<file path="src/rtl/mc_control_unit_pkg.sv">
// Shared types for the multi-cycle control unit: ALU operation encoding.
package mc_control_unit_pkg;

    typedef enum logic [3:0] {
        ALU_SLL  = 4'd0,
        ALU_SRL  = 4'd1,
        ALU_ADD  = 4'd2,
        ALU_SUB  = 4'd3,
        ALU_AND  = 4'd4,
        ALU_OR   = 4'd5,
        ALU_XOR  = 4'd6,
        ALU_NOR  = 4'd7,
        ALU_SLT  = 4'd8,
        ALU_SLTU = 4'd9
    } aluop_t;

endpackage

</file>
<file path="src/rtl/mc_control_unit.sv">
// Multi-cycle MIPS-subset control unit: FETCH/DECODE/EXEC/MEM/WB/HALTED FSM,
// instruction register, immediate extension and retired-instruction counter.
module mc_control_unit
    import mc_control_unit_pkg::*;
#(
    parameter int WORD_W   = 32,
    parameter int CNT_W    = 32,
    parameter int LINK_REG = 31
) (
    input  logic              CLK,
    input  logic              nRST,
    input  logic [31:0]       instr,
    input  logic              ihit,
    input  logic              dhit,
    input  logic              alu_zero,
    output logic              iREN,
    output logic              dREN,
    output logic              dWEN,
    output logic              ir_wr,
    output logic              pc_wr,
    output logic [1:0]        pc_src,
    output logic              reg_wr,
    output logic [4:0]        wsel,
    output logic              regdst,
    output logic              memtoreg,
    output logic              link,
    output logic [4:0]        rs,
    output logic [4:0]        rt,
    output aluop_t            aluop,
    output logic              alusrc,
    output logic [WORD_W-1:0] ext_imm,
    output logic              halt,
    output logic              illegal,
    output logic [CNT_W-1:0]  retired
);

    localparam logic [2:0] S_FETCH  = 3'd0;
    localparam logic [2:0] S_DECODE = 3'd1;
    localparam logic [2:0] S_EXEC   = 3'd2;
    localparam logic [2:0] S_MEM    = 3'd3;
    localparam logic [2:0] S_WB     = 3'd4;
    localparam logic [2:0] S_HALTED = 3'd5;

    localparam logic [5:0] OP_RTYPE = 6'h00, OP_J    = 6'h02, OP_JAL  = 6'h03;
    localparam logic [5:0] OP_BEQ   = 6'h04, OP_BNE  = 6'h05, OP_ADDI = 6'h08;
    localparam logic [5:0] OP_ADDIU = 6'h09, OP_SLTI = 6'h0A, OP_SLTIU = 6'h0B;
    localparam logic [5:0] OP_ANDI  = 6'h0C, OP_ORI  = 6'h0D, OP_XORI = 6'h0E;
    localparam logic [5:0] OP_LUI   = 6'h0F, OP_LW   = 6'h23, OP_SW   = 6'h2B;
    localparam logic [5:0] OP_HALT  = 6'h3F;

    localparam logic [5:0] F_SLL = 6'h00, F_SRL = 6'h02, F_JR  = 6'h08;
    localparam logic [5:0] F_ADD = 6'h20, F_ADDU = 6'h21, F_SUB = 6'h22;
    localparam logic [5:0] F_SUBU = 6'h23, F_AND = 6'h24, F_OR = 6'h25;
    localparam logic [5:0] F_XOR = 6'h26, F_NOR = 6'h27, F_SLT = 6'h2A;
    localparam logic [5:0] F_SLTU = 6'h2B;

    localparam logic [4:0] LINK_IDX = 5'(LINK_REG);

    logic [2:0]       state_q, state_d;
    logic [31:0]      ir_q, ir_d;
    logic [CNT_W-1:0] retired_q, retired_d;
    logic             retire;

    logic [5:0] op, funct;
    logic       dec_legal, dec_alusrc, is_rtype, is_branch, is_jr;
    aluop_t     dec_aluop;

    assign op       = ir_q[31:26];
    assign funct    = ir_q[5:0];
    assign is_rtype = (op == OP_RTYPE);
    assign is_jr    = is_rtype && (funct == F_JR);
    assign is_branch = (op == OP_BEQ) || (op == OP_BNE);
    assign rs       = ir_q[25:21];
    assign rt       = ir_q[20:16];
    assign retired  = retired_q;

    // Instruction decode: legality, ALU operation and operand select.
    always_comb begin
        dec_legal  = 1'b1;
        dec_aluop  = ALU_ADD;
        dec_alusrc = 1'b1;
        case (op)
            OP_RTYPE: begin
                dec_alusrc = 1'b0;
                case (funct)
                    F_SLL:          dec_aluop = ALU_SLL;
                    F_SRL:          dec_aluop = ALU_SRL;
                    F_JR:           dec_aluop = ALU_ADD;
                    F_ADD, F_ADDU:  dec_aluop = ALU_ADD;
                    F_SUB, F_SUBU:  dec_aluop = ALU_SUB;
                    F_AND:          dec_aluop = ALU_AND;
                    F_OR:           dec_aluop = ALU_OR;
                    F_XOR:          dec_aluop = ALU_XOR;
                    F_NOR:          dec_aluop = ALU_NOR;
                    F_SLT:          dec_aluop = ALU_SLT;
                    F_SLTU:         dec_aluop = ALU_SLTU;
                    default:        dec_legal = 1'b0;
                endcase
            end
            OP_J, OP_JAL, OP_HALT:      dec_alusrc = 1'b0;
            OP_BEQ, OP_BNE: begin
                dec_aluop  = ALU_SUB;
                dec_alusrc = 1'b0;
            end
            OP_ADDI, OP_ADDIU, OP_LW, OP_SW: dec_aluop = ALU_ADD;
            OP_SLTI:                    dec_aluop = ALU_SLT;
            OP_SLTIU:                   dec_aluop = ALU_SLTU;
            OP_ANDI:                    dec_aluop = ALU_AND;
            OP_ORI, OP_LUI:             dec_aluop = ALU_OR;
            OP_XORI:                    dec_aluop = ALU_XOR;
            default: begin
                dec_legal  = 1'b0;
                dec_alusrc = 1'b0;
            end
        endcase
    end

    // Immediate extension from the latched instruction.
    always_comb begin
        ext_imm = WORD_W'(signed'(ir_q[15:0]));
        case (op)
            OP_ANDI, OP_ORI, OP_XORI: ext_imm = WORD_W'(ir_q[15:0]);
            OP_LUI:                   ext_imm = WORD_W'({ir_q[15:0], 16'h0000});
            OP_RTYPE: if (funct == F_SLL || funct == F_SRL) ext_imm = WORD_W'(ir_q[10:6]);
            default: ;
        endcase
    end

    // Next-state and control outputs; everything is forced low while reset is held.
    always_comb begin
        state_d  = state_q;
        ir_d     = ir_q;
        retire   = 1'b0;
        iREN     = 1'b0;
        dREN     = 1'b0;
        dWEN     = 1'b0;
        ir_wr    = 1'b0;
        pc_wr    = 1'b0;
        pc_src   = 2'd0;
        reg_wr   = 1'b0;
        wsel     = 5'd0;
        regdst   = 1'b0;
        memtoreg = 1'b0;
        link     = 1'b0;
        aluop    = ALU_SLL;
        alusrc   = 1'b0;
        halt     = 1'b0;
        illegal  = 1'b0;
        case (state_q)
            S_FETCH: begin
                iREN = 1'b1;
                if (ihit) begin
                    ir_wr   = 1'b1;
                    pc_wr   = 1'b1;
                    ir_d    = instr;
                    state_d = S_DECODE;
                end
            end
            S_DECODE: begin
                if (op == OP_HALT) begin
                    state_d = S_HALTED;
                end else if (!dec_legal) begin
                    illegal = 1'b1;
                    retire  = 1'b1;
                    state_d = S_FETCH;
                end else if (op == OP_J) begin
                    pc_wr   = 1'b1;
                    pc_src  = 2'd2;
                    retire  = 1'b1;
                    state_d = S_FETCH;
                end else if (op == OP_JAL) begin
                    state_d = S_WB;
                end else begin
                    state_d = S_EXEC;
                end
            end
            S_EXEC: begin
                aluop  = dec_aluop;
                alusrc = dec_alusrc;
                if (is_branch) begin
                    // BNE is taken on a nonzero difference, BEQ on zero.
                    if ((op == OP_BEQ) == alu_zero) begin
                        pc_wr  = 1'b1;
                        pc_src = 2'd1;
                    end
                    retire  = 1'b1;
                    state_d = S_FETCH;
                end else if (is_jr) begin
                    pc_wr   = 1'b1;
                    pc_src  = 2'd3;
                    retire  = 1'b1;
                    state_d = S_FETCH;
                end else if (op == OP_LW || op == OP_SW) begin
                    state_d = S_MEM;
                end else begin
                    state_d = S_WB;
                end
            end
            S_MEM: begin
                dREN = (op == OP_LW);
                dWEN = (op == OP_SW);
                if (dhit) begin
                    if (op == OP_LW) begin
                        state_d = S_WB;
                    end else begin
                        retire  = 1'b1;
                        state_d = S_FETCH;
                    end
                end
            end
            S_WB: begin
                reg_wr   = 1'b1;
                memtoreg = (op == OP_LW);
                if (op == OP_JAL) begin
                    // The jump is taken here so the link write sees PC+4.
                    wsel   = LINK_IDX;
                    link   = 1'b1;
                    pc_wr  = 1'b1;
                    pc_src = 2'd2;
                end else if (is_rtype) begin
                    wsel   = ir_q[15:11];
                    regdst = 1'b1;
                end else begin
                    wsel   = ir_q[20:16];
                end
                retire  = 1'b1;
                state_d = S_FETCH;
            end
            S_HALTED: halt = 1'b1;
            default:  state_d = S_FETCH;
        endcase
        if (!nRST) begin
            iREN    = 1'b0;
            ir_wr   = 1'b0;
            pc_wr   = 1'b0;
            pc_src  = 2'd0;
            dREN    = 1'b0;
            dWEN    = 1'b0;
            reg_wr  = 1'b0;
            wsel    = 5'd0;
            regdst  = 1'b0;
            memtoreg = 1'b0;
            link    = 1'b0;
            aluop   = ALU_SLL;
            alusrc  = 1'b0;
            halt    = 1'b0;
            illegal = 1'b0;
        end
    end

    assign retired_d = retire ? retired_q + 1'b1 : retired_q;

    // State, instruction register and retire counter.
    always_ff @(posedge CLK or negedge nRST) begin
        if (!nRST) begin
            state_q   <= S_FETCH;
            ir_q      <= '0;
            retired_q <= '0;
        end else begin
            state_q   <= state_d;
            ir_q      <= ir_d;
            retired_q <= retired_d;
        end
    end

endmodule

</file>
<file path="config.mk">
export PLATFORM = sky130hd
export DESIGN_NAME = mc_control_unit
export DESIGN_NICKNAME = d
export VERILOG_FILES = /design/src/rtl/mc_control_unit_pkg.sv /design/src/rtl/mc_control_unit.sv
export SDC_FILE = /design/constraint.sdc
export NUM_CORES = 1
export LEC_CHECK = 0
export BUFFER_PORTS_ARGS = -buffer_cell sky130_fd_sc_hd__buf_2
export CAP_MARGIN = 20
export CORE_ASPECT_RATIO = 1.4
export CORE_MARGIN = 1.5
export CORE_UTILIZATION = 47
export CTS_BUF_LIST = sky130_fd_sc_hd__clkbuf_4 sky130_fd_sc_hd__clkbuf_8
export DETAILED_ROUTE_END_ITERATION = 8
export PLACE_DENSITY = 0.81
export SYNTH_ARGS = -nofsm -noshare
export SYNTH_HDL_FRONTEND = slang
export SYNTH_SLANG_ARGS = --single-unit
</file>
<file path="constraint.sdc">
create_clock -name CLK -period 2.55 [get_ports CLK]
set_input_delay 0.255 -clock CLK [delete_from_list [all_inputs] [get_ports CLK]]
set_output_delay 0.255 -clock CLK [all_outputs]
set_load 0.05 [all_outputs]
</file>
After elaboration in Yosys (flattened, before gate mapping):

Cells that the tools add are included.

* logic and storage cells: 131
* flip-flop bits (word level): 67

* add/subtract/negate cells: 1
* equal/unequal tests: 35
* reductions and logical operators: 16
* bitwise gates (word level): 1
* muxes and demuxes: 75

Operator list (number)
* 32-bit one-hot mux with 3 select lines: 1
* 6-bit == test (second input constant): 13
* 6-bit by 4-bit == test with 1-bit output (second input constant): 9
* 1-bit 2-to-1 mux: 43
* 4-bit one-hot mux with 9 select lines: 1
* 32-bit by 1-bit adder with 32-bit output (second input constant): 1
* 32-bit 2-to-1 mux: 1
* 3-bit 2-to-1 mux: 10
* 4-bit one-hot mux with 7 select lines: 1
* 5-bit 2-to-1 mux: 4
* 6-bit by 2-bit == test with 1-bit output (second input constant): 3
* 3-bit one-hot mux with 5 select lines: 1
* 15-bit OR reduction: 1
* 2-bit 2-to-1 mux: 7
* 13-bit OR reduction: 1
* 6-bit by 3-bit == test with 1-bit output (second input constant): 2
* 6-bit logical NOT: 2
* 10-bit OR reduction: 1
* 4-bit 2-to-1 mux: 2
* 1-bit one-hot mux with 4 select lines: 2
* 3-bit by 2-bit == test with 1-bit output (second input constant): 2
* 3-bit == test (second input constant): 2
* 2-bit one-hot mux with 3 select lines: 1
* 2-bit OR reduction: 3
* other kinds (11): 14

Logic depth before layout (Yosys ltp):

* word-level depth: 8
* depth in mapped cells: 10
* mapped depth without buffers: 6

Least setup slack after synthesis:

No wires, ideal clock.

* kind: register -> output
* start: reg ir_q[31]
* end: out ext_imm[16]
* arrival: 2523 ps
* setup slack: -228 ps
* cell stages (with the launch flop): 11
* cells stage by stage: dfrtp_1 > buf_6 > or4_4 > or3_1 > buf_6 > nor3_4 > a31oi_2 > and2_4 > buf_6 > buf_6 > a21o_1

* longest elaborated chain between the ends: 3

Ends and longest elaborated chain
* start, declared: RTL line mc_control_unit.sv:60 `logic [31:0] ir_q, ir_d;`
* start signal, assigned: RTL line mc_control_unit.sv:261 `ir_q <= ir_d;`
* 6-bit by 4-bit == test with 1-bit output: RTL line mc_control_unit.sv:121 `case (op)`
* 3-bit OR reduction: RTL line mc_control_unit.sv:121
* 32-bit one-hot mux with 3 select lines (*): RTL line mc_control_unit.sv:121
* end, declared: RTL line mc_control_unit.sv:31 `output logic [WORD_W-1:0] ext_imm,`

Every way passes the cells marked *; elsewhere a longest branch is shown, timed or not.

Worst setup path in the final report:

* start: reg ir_q[30]
* end: out ext_imm[21]

The elaborated chain is that of the path after synthesis.

==> summary.txt <==
Drt
  • DRC Markers: 0
  • Vias/cell: 5.79
  • First drt pass iteration count: 5
  • Via count: 3931
  • Top Metal Used: met4
  • DR WL met3: 882 µm
  • Met1 WL: 4880 µm
  • WL/cell: 19.2 µm
  • Final wirelength: 13000 µm
  • Routed Antenna Nets: 0
  • Met2 Routed Length: 6830 µm
  • DRT iter0 DRCs: 269

Yosys
  • Mux share of post-synthesis cell area: 9.13%
  • Simple-Gate Fraction of Synth Area: 23.4%
  • Cell variety after synth: 55
  • Post-synth top flop: dfrtp_1
  • Cells after synthesis: 421
  • Post-synth EDFFs: 0
  • Syn nets: 459
  • Register area share after synthesis: 41.9%
  • Synthesized area per cell: 9.51 µm²
  • Post-synth ARST share: 100%
  • Post-Synth Adder-Cell Area: 0.313%
  • Cell area after synthesis: 4000 µm²
  • Synthesized flop and latch total: 67
  • Synth Area in XOR/XNOR: 7.22%
  • Syn. warnings: 0
  • Largest family of logic cells by synthesized area: simple AND/OR/NAND/NOR gates
  • Compound-Gate Fraction of Synth Area: 11.6%

Cells and area
  • Finished Cell Area: 5730 µm²
  • FILL cells: 609
  • Area of the multi-input gates: 2400 µm²
  • Most common cell after layout, fill and taps aside: buf_2
  • Antenna Cells: 0
  • FF+latch area: 1680 µm²
  • Area added between synthesis and finish: 43.3%
  • Share of cells above drive strength 1: 49.7%
  • Fin util: 69.9%
  • Commonest non-fill, non-tap cells in the layout: 91 x buf_2, 67 x dfrtp_1, 42 x buf_4
  • Post-layout net count: 613

Clock network
  • Total CTS buffers: 9
  • CTS sink cnt: 67
  • Clock Path Buffers: 2
  • Clk pin slew, worst setup/hold paths: 70 ps
  • TritonCTS clock tree: built
  • Root Buffer: clkbuf_8
  • Clk Latency, worst-skew pair: 350 ps
  • # H-tree levels: 3

Floorplanning
  • Die Width: 81.0 µm
  • Die H: 112 µm
  • Die ar.: 9090 µm²
  • Placeable core area: 8200 µm²
  • Starting density of the core: 48.8%
  • FP Rows: 39
  • I/O pin total: 134

Worst setup path
  • Worst stage delay on the critical path: 530 ps
  • Startpoint Class: flop
  • R2r setup slk: 60 ps
  • CP Cell Sequence: or4_4 > or3_4 > nor3_4 > a31oi_2 > and2_4 > a21o_2 > buf_6
  • Crit path DAT: 2500 ps
  • Worst setup EP type: output port
  • R2R Path End: retired[29]
  • Worst setup path class: flop to output port
  • CP Data Required Time: 2300 ps
  • Critical path fanouts, max: 8
  • Slowest CP cell: or4_4
  • RR Startpoint: ir_q[30]
  • R2r worst-path depth: 9

Worst hold path
  • Hold Path Origin: instr[26]
  • Hold Crit Class: primary input to flop
  • Worst hold path depth: 3
  • Worst Hold End: ir_q[26]

Placement
  • Port buffer count: 133
  • Dpl cell area: 4940 µm²
  • GPL Wtd Cong: 1.00
  • Final HPWL DP: 8860 µm

Status
  • Outcome: finished with violations
  • Failing checks: negative setup slack

STA
  • Unrepaired setup endpoints after global routing: true
  • Max Clock Skew: 10.9 ps
  • Fin Hold WS: 107 ps
  • Worst Tran Pin Value: 570 ps
  • Relative slew slack: 61.9%
  • Final setup fails: 38
  • Fin crit period: 2750 ps
  • Hold Fails Final Rpt: 0
  • Fmax: 0.363 GHz
  • PnR worst setup slack: -204 ps
  • Final period utilization: 108%
  • Final Max Slew Viols: 0

Global routing
  • Largest net degree at the start of global routing: 28
  • First-pass GRT wire length: 19500 µm
  • Initial antenna violation count: 0
  • Tot GR Track Use: 28.5%
  • GR Overflow Total: 0
  • Vias in the first global route: 3850

Power and ir drop
  • Pwr/cell area: 1400 nW/µm²
  • Lkg Pwr: 2.86 nW
  • Maximum VDD drop: 0.00118 V

Run
  • Number of max-cap violations: 0
layer usage:
metal / vias to the layer above / global-route usage (%)
met4: 0 / 12.9
met1: 1900 / 33.4
met5: - / 0
li1: 1797 / -
met2: 197 / 48.6
met3: 37 / 6.50
kinds of logic after synthesis:
family,after synthesis
flip-flops,67
adder cells (fa/ha/maj),1
XOR/XNOR,33
AO/OA/AOI/OAI,73
buffers and inverters,49
AND/OR/NAND/NOR,165
multiplexers,33
where the power goes:
part	total, mW	leakage [nW]	switching [mW]	internal, mW
logic	5.44	1.92	3.32	2.12
registers	1.84	0.854	0.448	1.39
clock network	0.752	0.0799	0.393	0.359
layout make-up:
type | count | share of cell area [%]
Multi-Input combinational cell | 307 | 41.8
Sequential cell | 67 | 29.2
Timing Repair Buffer | 179 | 23.3
Clock buffer | 10 | 2.40
Tap cell | 102 | 2.23
Inverter | 11 | 0.720
Clock inverter | 3 | 0.305
cell usage after synthesis (11+ instances only):
master | count | area share [%]
nor4_1 | 15 | 2.3
mux2_2 | 28 | 7.9
dfrtp_1 | 67 | 42
nor3_1 | 11 | 1.4
nand4_1 | 11 | 1.7
a21o_1 | 15 | 2.8
o21ai_0 | 19 | 2.4
xor2_1 | 28 | 6.1
nand2_1 | 29 | 2.7
nor2_1 | 26 | 2.4
and2_1 | 11 | 1.7
a21oi_1 | 21 | 2.6
clkbuf_1 | 17 | 1.6
inv_1 | 11 | 1.0
stage by stage:
step	TNS (ps)	power (mW)	std cells	setup slack, ps
floorplan	-1710	5.18	421	-155
global placement	0	6.19	656	94.5
detailed placement	0	6.26	656	50.2
CTS	-4070	7.78	680	-166
global route	-7220	8.40	679	-275
finish	-4880	8.03	679	-204
sequential cells by signal, summed over array words and instances (netlist names):
name,count
state_q,3
retired,32
ir_q,32
critical path: cells and delay by family, from the launching register on:
kind                   cells  cell delay (ps)
AOI/OAI and AO/OA          2              280
DFF                        1              410
buffers and inverters      1              150
and+or+nand+nor            4             1290
worst max-delay path by stage:
stage	end	cells after the start	startpoint	slack, ps
3_5_place_dp	retired[17]	7	ir_q[27]	50
3_3_place_gp	pc_wr	6	ir_q[27]	90
4_1_cts	ext_imm[26]	7	ir_q[30]	-170
2_1_floorplan	ext_imm[16]	10	ir_q[31]	-150
6_report	ext_imm[21]	7	ir_q[30]	-200
5_1_grt	ext_imm[26]	7	ir_q[30]	-270
timing repair:
action | CTS | global route
buffers inserted | 8 | 2
hold buffers | 1 | 0
pin swaps | 20 | 8
gates cloned | 2 | 0
endpoints found under the hold margin | 1 | 0
endpoints found under the setup margin | 40 | 52
gates resized for setup | 127 | 32
Power figures use the tool's default switching activity.
